$ cat src/rtl/romb_stream_reader.sv
// Read sequencer in front of an SB_RAM40_4K used as a 256x16 ROM: issues
// LENGTH reads from BASE and presents the words as a valid/ready stream.
module romb_stream_reader #(
   parameter int AW    = 11,
   parameter int DW    = 16,
   parameter int DEPTH = 256,
   parameter int LW    = 9
) (
   input  logic          CLK,
   input  logic          RESET,
   input  logic          START,
   input  logic [AW-1:0] BASE,
   input  logic [LW-1:0] LENGTH,
   output logic [AW-1:0] RADDR,
   output logic          RE,
   input  logic [DW-1:0] RDATA,
   output logic [DW-1:0] O_DATA,
   output logic          O_VALID,
   input  logic          O_READY,
   output logic          BUSY,
   output logic          DONE
);
   localparam int AB = $clog2(DEPTH);

   typedef enum logic [1:0] {S_IDLE, S_RUN, S_DRAIN} state_t;

   state_t        state_q, state_d;
   logic [AB-1:0] addr_q, addr_d;
   logic [LW-1:0] remain_q, remain_d;
   logic          inflight_q, inflight_d;
   logic [DW-1:0] mem_q [2];
   logic [DW-1:0] mem_d [2];
   logic          wptr_q, wptr_d, rptr_q, rptr_d;
   logic [1:0]    count_q, count_d;
   logic          zdone_q, zdone_d;

   logic [1:0]    occ;
   logic          issue, pop, pop_fifo, push, last_xfer;
   logic          unused_base;

   assign unused_base = ^BASE[AW-1:AB];

   always_comb begin
      state_d    = state_q;
      addr_d     = addr_q;
      remain_d   = remain_q;
      mem_d      = mem_q;
      wptr_d     = wptr_q;
      rptr_d     = rptr_q;
      zdone_d    = 1'b0;

      // The word returning from the BRAM this cycle counts as an occupied slot
      // and is bypassed straight to the output when the FIFO is empty.
      occ        = count_q + {1'b0, inflight_q};
      issue      = (state_q == S_RUN) && (remain_q != '0) && (occ < 2'd2);
      O_VALID    = (count_q != 2'd0) || inflight_q;
      O_DATA     = (count_q == 2'd0 && inflight_q) ? RDATA : mem_q[rptr_q];
      pop        = O_VALID && O_READY;
      pop_fifo   = pop && (count_q != 2'd0);
      push       = inflight_q && !(pop && count_q == 2'd0);
      last_xfer  = (state_q == S_DRAIN) && pop && (occ == 2'd1);
      inflight_d = issue;

      if (push) begin
         mem_d[wptr_q] = RDATA;
         wptr_d        = ~wptr_q;
      end
      if (pop_fifo) rptr_d = ~rptr_q;
      count_d = count_q + {1'b0, push} - {1'b0, pop_fifo};

      if (issue) begin
         addr_d   = addr_q + 1'b1;
         remain_d = remain_q - 1'b1;
      end

      case (state_q)
         S_IDLE: begin
            if (START) begin
               addr_d   = BASE[AB-1:0];
               remain_d = LENGTH;
               if (LENGTH != '0) state_d = S_RUN;
               else              zdone_d = 1'b1;
            end
         end
         S_RUN:   if (issue && remain_q == LW'(1)) state_d = S_DRAIN;
         S_DRAIN: if (last_xfer) state_d = S_IDLE;
         default: state_d = S_IDLE;
      endcase
   end

   always_ff @(posedge CLK) begin
      if (RESET) begin
         state_q    <= S_IDLE;
         addr_q     <= '0;
         remain_q   <= '0;
         inflight_q <= 1'b0;
         mem_q[0]   <= '0;
         mem_q[1]   <= '0;
         wptr_q     <= 1'b0;
         rptr_q     <= 1'b0;
         count_q    <= 2'd0;
         zdone_q    <= 1'b0;
      end else begin
         state_q    <= state_d;
         addr_q     <= addr_d;
         remain_q   <= remain_d;
         inflight_q <= inflight_d;
         mem_q      <= mem_d;
         wptr_q     <= wptr_d;
         rptr_q     <= rptr_d;
         count_q    <= count_d;
         zdone_q    <= zdone_d;
      end
   end

   assign RADDR = {{(AW-AB){1'b0}}, addr_q};
   assign RE    = issue;
   assign BUSY  = (state_q != S_IDLE);
   assign DONE  = zdone_q | last_xfer;

endmodule

$ cat config.mk
export PLATFORM = sky130hd
export DESIGN_NAME = romb_stream_reader
export DESIGN_NICKNAME = d
export VERILOG_FILES = /design/src/rtl/romb_stream_reader.sv
export SDC_FILE = /design/constraint.sdc
export NUM_CORES = 1
export LEC_CHECK = 0
export CAP_MARGIN = 0
export CORE_ASPECT_RATIO = 1.2
export CORE_MARGIN = 8
export CORE_UTILIZATION = 50
export CTS_BUF_LIST = sky130_fd_sc_hd__clkbuf_16
export DETAILED_ROUTE_END_ITERATION = 8
export HOLD_SLACK_MARGIN = 0.03
export MAX_ROUTING_LAYER = met4
export PLACE_DENSITY_LB_ADDON = 0.25
export SYNTH_ARGS = -nofsm -noshare
export SYNTH_HDL_FRONTEND = slang
export SYNTH_SLANG_ARGS = --single-unit
$ cat constraint.sdc
create_clock -name CLK -period 2.4 [get_ports CLK]
set_clock_uncertainty 0.05 [all_clocks]
set_input_delay 0.48 -clock CLK [delete_from_list [all_inputs] [get_ports CLK]]
set_output_delay 0.48 -clock CLK [all_outputs]
set_load 0.02 [all_outputs]
; Word level (Yosys, flattened, before mapping)
; Cells that the tools add are included.
[word_totals]
input_bits = 40
register_bits = 57
[op_classes]
add_sub_neg = 5
n_bitwise = 7
n_reduce_logical = 21
n_lt_le_gt_ge = 4
n_eq_ne = 8
n_mux = 19
[op_table]
columns = op, n
row1 = $mux W16, 5
row2 = $bwmux W32, 1
row3 = $mux W9, 3
row4 = $mux W8, 3
row5 = $reduce_bool A9 Y1, 2
row6 = $demux W16 S1, 1
row7 = $logic_and A1 B1 Y1, 11
row8 = $eq A9 B1 Y1 const B, 1
row9 = $sub A9 B1 Y9 const B, 1
row10 = $add A8 B1 Y8 const B, 1
row11 = $mux W2, 4
row12 = $ne A2 B2 Y1 const B, 3
row13 = $pmux W2 S3, 1
row14 = $add A2 B1 Y2, 2
row15 = $eq A2 B1 Y1 const B, 2
row16 = $ge A2 B2 Y1 const B, 2
row17 = $logic_not A2 Y1, 2
row18 = $not A1 Y1, 4
row19 = $not A1 Y2, 2
row20 = $reduce_and A4 Y1, 1
row21 = $reduce_bool A2 Y1, 2
row22 = $reduce_or A3 Y1, 1
row23 = $eq A2 B2 Y1 const B, 1
row24 = $lt A2 B1 Y1 const B, 1
row25 = other kinds (7), 7

; Depth between registers and ports, before layout
[depth]
depth_word = 8
mapped_depth = 8
depth_no_buf = 8

; Worst setup path after synthesis
; OpenSTA, ideal clock, no wires.
[synth_timing]
path_type = reg2out
start = reg rptr_q
end = out O_DATA[10]
path_buffers = 2
path_stages_with_launch = 5
t_arrival_ns = 1.548
setup_slack_ns = 0.322
cell_sequence = dfxtp_1 clkbuf_1 buf_2 mux2i_1 o21ai_0
[synth_between]
elab_chain_cells = 5
[synth_rtl]
columns = element, line_no
row1 = from (decl), 33  ; logic wptr_q, wptr_d, rptr_q, rptr_d;
row2 = from (signal assigned), 110  ; rptr_q <= rptr_d;
row3 = $not A1 Y2 (not written as such), 57  ; O_DATA = (count_q == 2'd0 && inflight_q) ? RDATA : mem_q[rptr_q];
row4 = $mux W16 (not written as such) (3 in series), 57
row5 = $mux W16, 57
row6 = to (decl), 17  ; output logic [DW-1:0] O_DATA,
; Every way passes these cells. The select of a mux whose other input is x is not followed.

; Worst setup path in the final report
[layout_timing]
start = reg count_q[1]
end = out O_VALID
[layout_between]
elab_chain_cells = 2
[layout_rtl]
columns = element, line_no
row1 = from (decl), 34  ; logic [1:0] count_q, count_d;
row2 = from (signal assigned), 111  ; count_q <= count_d;
row3 = $reduce_bool A2 Y1, 56  ; O_VALID = (count_q != 2'd0) || inflight_q;
row4 = $logic_or A1 B1 Y1, 56
row5 = to (decl), 18  ; output logic O_VALID,
; Every way passes these cells.

==> flow_metrics.py <==
metrics = {
    "run_status": {
        "status": "complete, no violations",
    },
    "clock_tree": {
        "htreeDepth": 3,
        "clockBufferDepth": 2,
        "cts_buffers": 9,
        "postCtsHoldBufs": 0,
        "clockRootBuffer": "clkbuf_16",
        "clock_sinks": 57,
        "clk-insertion-delay-late_ns": 0.32,
        "path_clk_slew_ns": 0.05,
        "cts_tree": "done",
    },
    "global_routing": {
        "grt_first_pass_wirelength_um": 12250,
        "grt_start_max_net_pins": 40,
        "grtUsageTotal_pct": 18.01,
        "overflow": 0,
        "antenna_found_initial": 0,
        "grt_pass1_vias": 2760,
    },
    "sta": {
        "finalSetupTns_ns": 0,
        "drv_slew": 0,
        "hold_ws_ns": 0.4418,
        "hold_viol": 0,
        "fmax_mhz": 435.9,
        "setup_viol": 0,
        "period_needed_ns": 2.294,
        "rsz0062_at_grt": "false",
        "post-route-period-util_pct": 95.59,
    },
    "critical_path": {
        "crit_required_ns": 1.87,
        "reg2reg_slack_ns": 0.17,
        "endpoint_kind": "output port",
        "crit_fanout": 5,
        "cp-start-kind": "register",
        "worst-setup-path-type": "reg2out",
        "arrival_ns": 1.76,
    },
    "cells_and_area": {
        "fin_area_um2": 4029,
        "multi_input_area_um2": 1690,
        "syn_to_final_growth_pct": 35.18,
        "fin_util_pct": 68.34,
        "drive_gt1_share_pct": 11.19,
        "nNetsFinal": 461,
        "nFillCells": 477,
        "n_antenna_cell": 0,
        "seq_area_um2": 1141,
    },
    "die": {
        "core.rowCount": 31,
        "die_x_um": 86.48,
        "initial_core_util_pct": 50.55,
        "die_area_um2": 8698,
        "die_h_um": 100.6,
        "core_um2": 5896,
        "pin_count": 71,
    },
    "logic_synthesis": {
        "synth_top_area_share_pct": 38.29,
        "async_flop_share_pct": 0,
        "synth_area_um2": 2980,
        "synth_edf_count": 0,
        "syn_inst": 347,
        "synthTopCellsByArea": "dfxtp_1 (38%), mux2i_1 (16%), nor2_1 (6.8%)",
        "ys_types": 46,
        "synthFlopType": "dfxtp_1",
        "yosysWarnings": 0,
        "postSynthAreaPerCell_um2": 8.589,
        "ys_seq_elements": 57,
        "yosysSeqAreaShare_pct": 38.29,
        "yosysTopAreaCell": "dfxtp_1",
    },
    "drt": {
        "dr_total_vias": 2760,
        "dr.pass1.iters": 4,
        "drc": 0,
        "wire_per_inst_um": 14.76,
        "drt_wl_total_um": 7412,
        "routed_via_density": 5.498,
        "drtAntennaViolNets": 0,
        "drt_iter0_markers": 111,
    },
    "power": {
        "peakVddDrop_mv": 0.5130,
        "p_per_area_nw_per_um2": 793.3,
        "p_leak_nw": 1.661,
    },
    "placement": {
        "hpwlAfterDp_um": 5096,
        "dpl_cell_area_um2": 3740,
        "gp_congestion": 0.8759,
        "port_buffers": 64,
    },
    "min_path": {
        "hp-class": "reg2reg",
    },
    "run": {
        "cap_violations": 0,
    },
}
worst paths after layout:
path         cells past startpoint         from     endpoint
max reg2reg                      7  remain_q[0]  remain_q[5]
min                              2    mem_q[29]    mem_q[29]
min reg2reg                      2    mem_q[29]    mem_q[29]
max                              3   count_q[1]      O_VALID
routing by layer:
layer  vias to the layer above  GRT usage (%)  wire length (um)
li1                       1374              -                 -
met1                      1293          18.66              3072
met2                        80          30.51              3796
met4                         0          8.499               150
met3                        13          5.465               392
met5                         -              -                 0
cell usage in the layout (no fill, tap or decap), types with 2 or more instances in the layout:
master,count
or3_1,3
dfxtp_1,57
nor2b_1,5
dlygate4sd2_1,16
xnor2_1,3
a32oi_1,2
conb_1,3
nor3_1,4
buf_4,17
nor3_2,2
a21oi_1,4
clkbuf_16,9
clkinv_2,2
or2_2,3
nand4_1,4
o21ai_0,22
ha_1,6
a311oi_1,12
o311ai_0,4
nand2_1,27
nand3_1,13
bufinv_16,2
mux2i_1,48
inv_1,7
and3_1,5
o31ai_1,6
clkdlybuf4s50_1,45
or4_1,4
clkinv_1,2
nor2_1,54
nor4_1,5
synthesized netlist by cell type (6+ instances only):
library cell,n
a311oi_1,12
and3_1,6
clkbuf_1,16
dfxtp_1,57
ha_1,6
inv_1,7
mux2i_1,48
nand2_1,27
nand3_1,13
nor2_1,54
nor2b_1,6
o21ai_0,22
o31ai_1,6
area by class of cell:
cell class	count	area share, %
tap	82	2.547
multi-input combinational	258	41.96
clock buffer	9	5.590
inverter	7	0.6522
clock inverter	7	2.112
timing repair buffer	82	18.82
sequential	57	28.32
sequential cells by signal (all words and copies together), names as in the netlist:
name and flops:
addr_q 8, count_q 2, inflight_q 1, mem_q 32
remain_q 9, rptr_q 1, state_q 2, wptr_q 1
zdone_q 1
where the power goes:
| group | switching, mW | leakage [nW] | internal [mW] |
|---|---|---|---|
| Sequential | 0.0690 | 0.465 | 1.02 |
| Clock | 0.419 | 0.150 | 0.895 |
| Combinational | 0.429 | 1.05 | 0.364 |
through the flow:
stage	instances	power [mW]	setup WS, ns
detailed placement	486	1.923	0.03974
floorplan	349	1.595	0.3217
finish	502	3.196	0.1059
global route	502	3.343	0.005119
CTS	502	3.211	0.03878
global placement	486	1.903	0.03841
worst max-delay path, cell delays in order, from the launching register on:
cell and delay [ns]:
dfxtp_1 0.38, nor2_1 0.39, nand2_1 0.12, clkdlybuf4s50_1 0.55
timing repair:
| action | 4_1_cts | 5_1_grt |
|---|---|---|
| resized for setup | 18 | 5 |
| pin swaps | 0 | 0 |
| setup buffers | 0 | 0 |
| endpoints found under the setup margin | 18 | 4 |
kinds of logic after synthesis:
group / count (synthesis) / share of synthesized area, %
DFF: 57 / 38.29
muxes: 48 / 16.12
other: 1 / 0.1258
xor gates and xnor gates: 5 / 1.722
buffers and inverters: 34 / 5.542
and+or+nand+nor: 141 / 22.75
AOI/OAI and AO/OA: 55 / 12.93
adders and majority gates: 6 / 2.519
No activity file was read; power rests on OpenSTA's default activity.
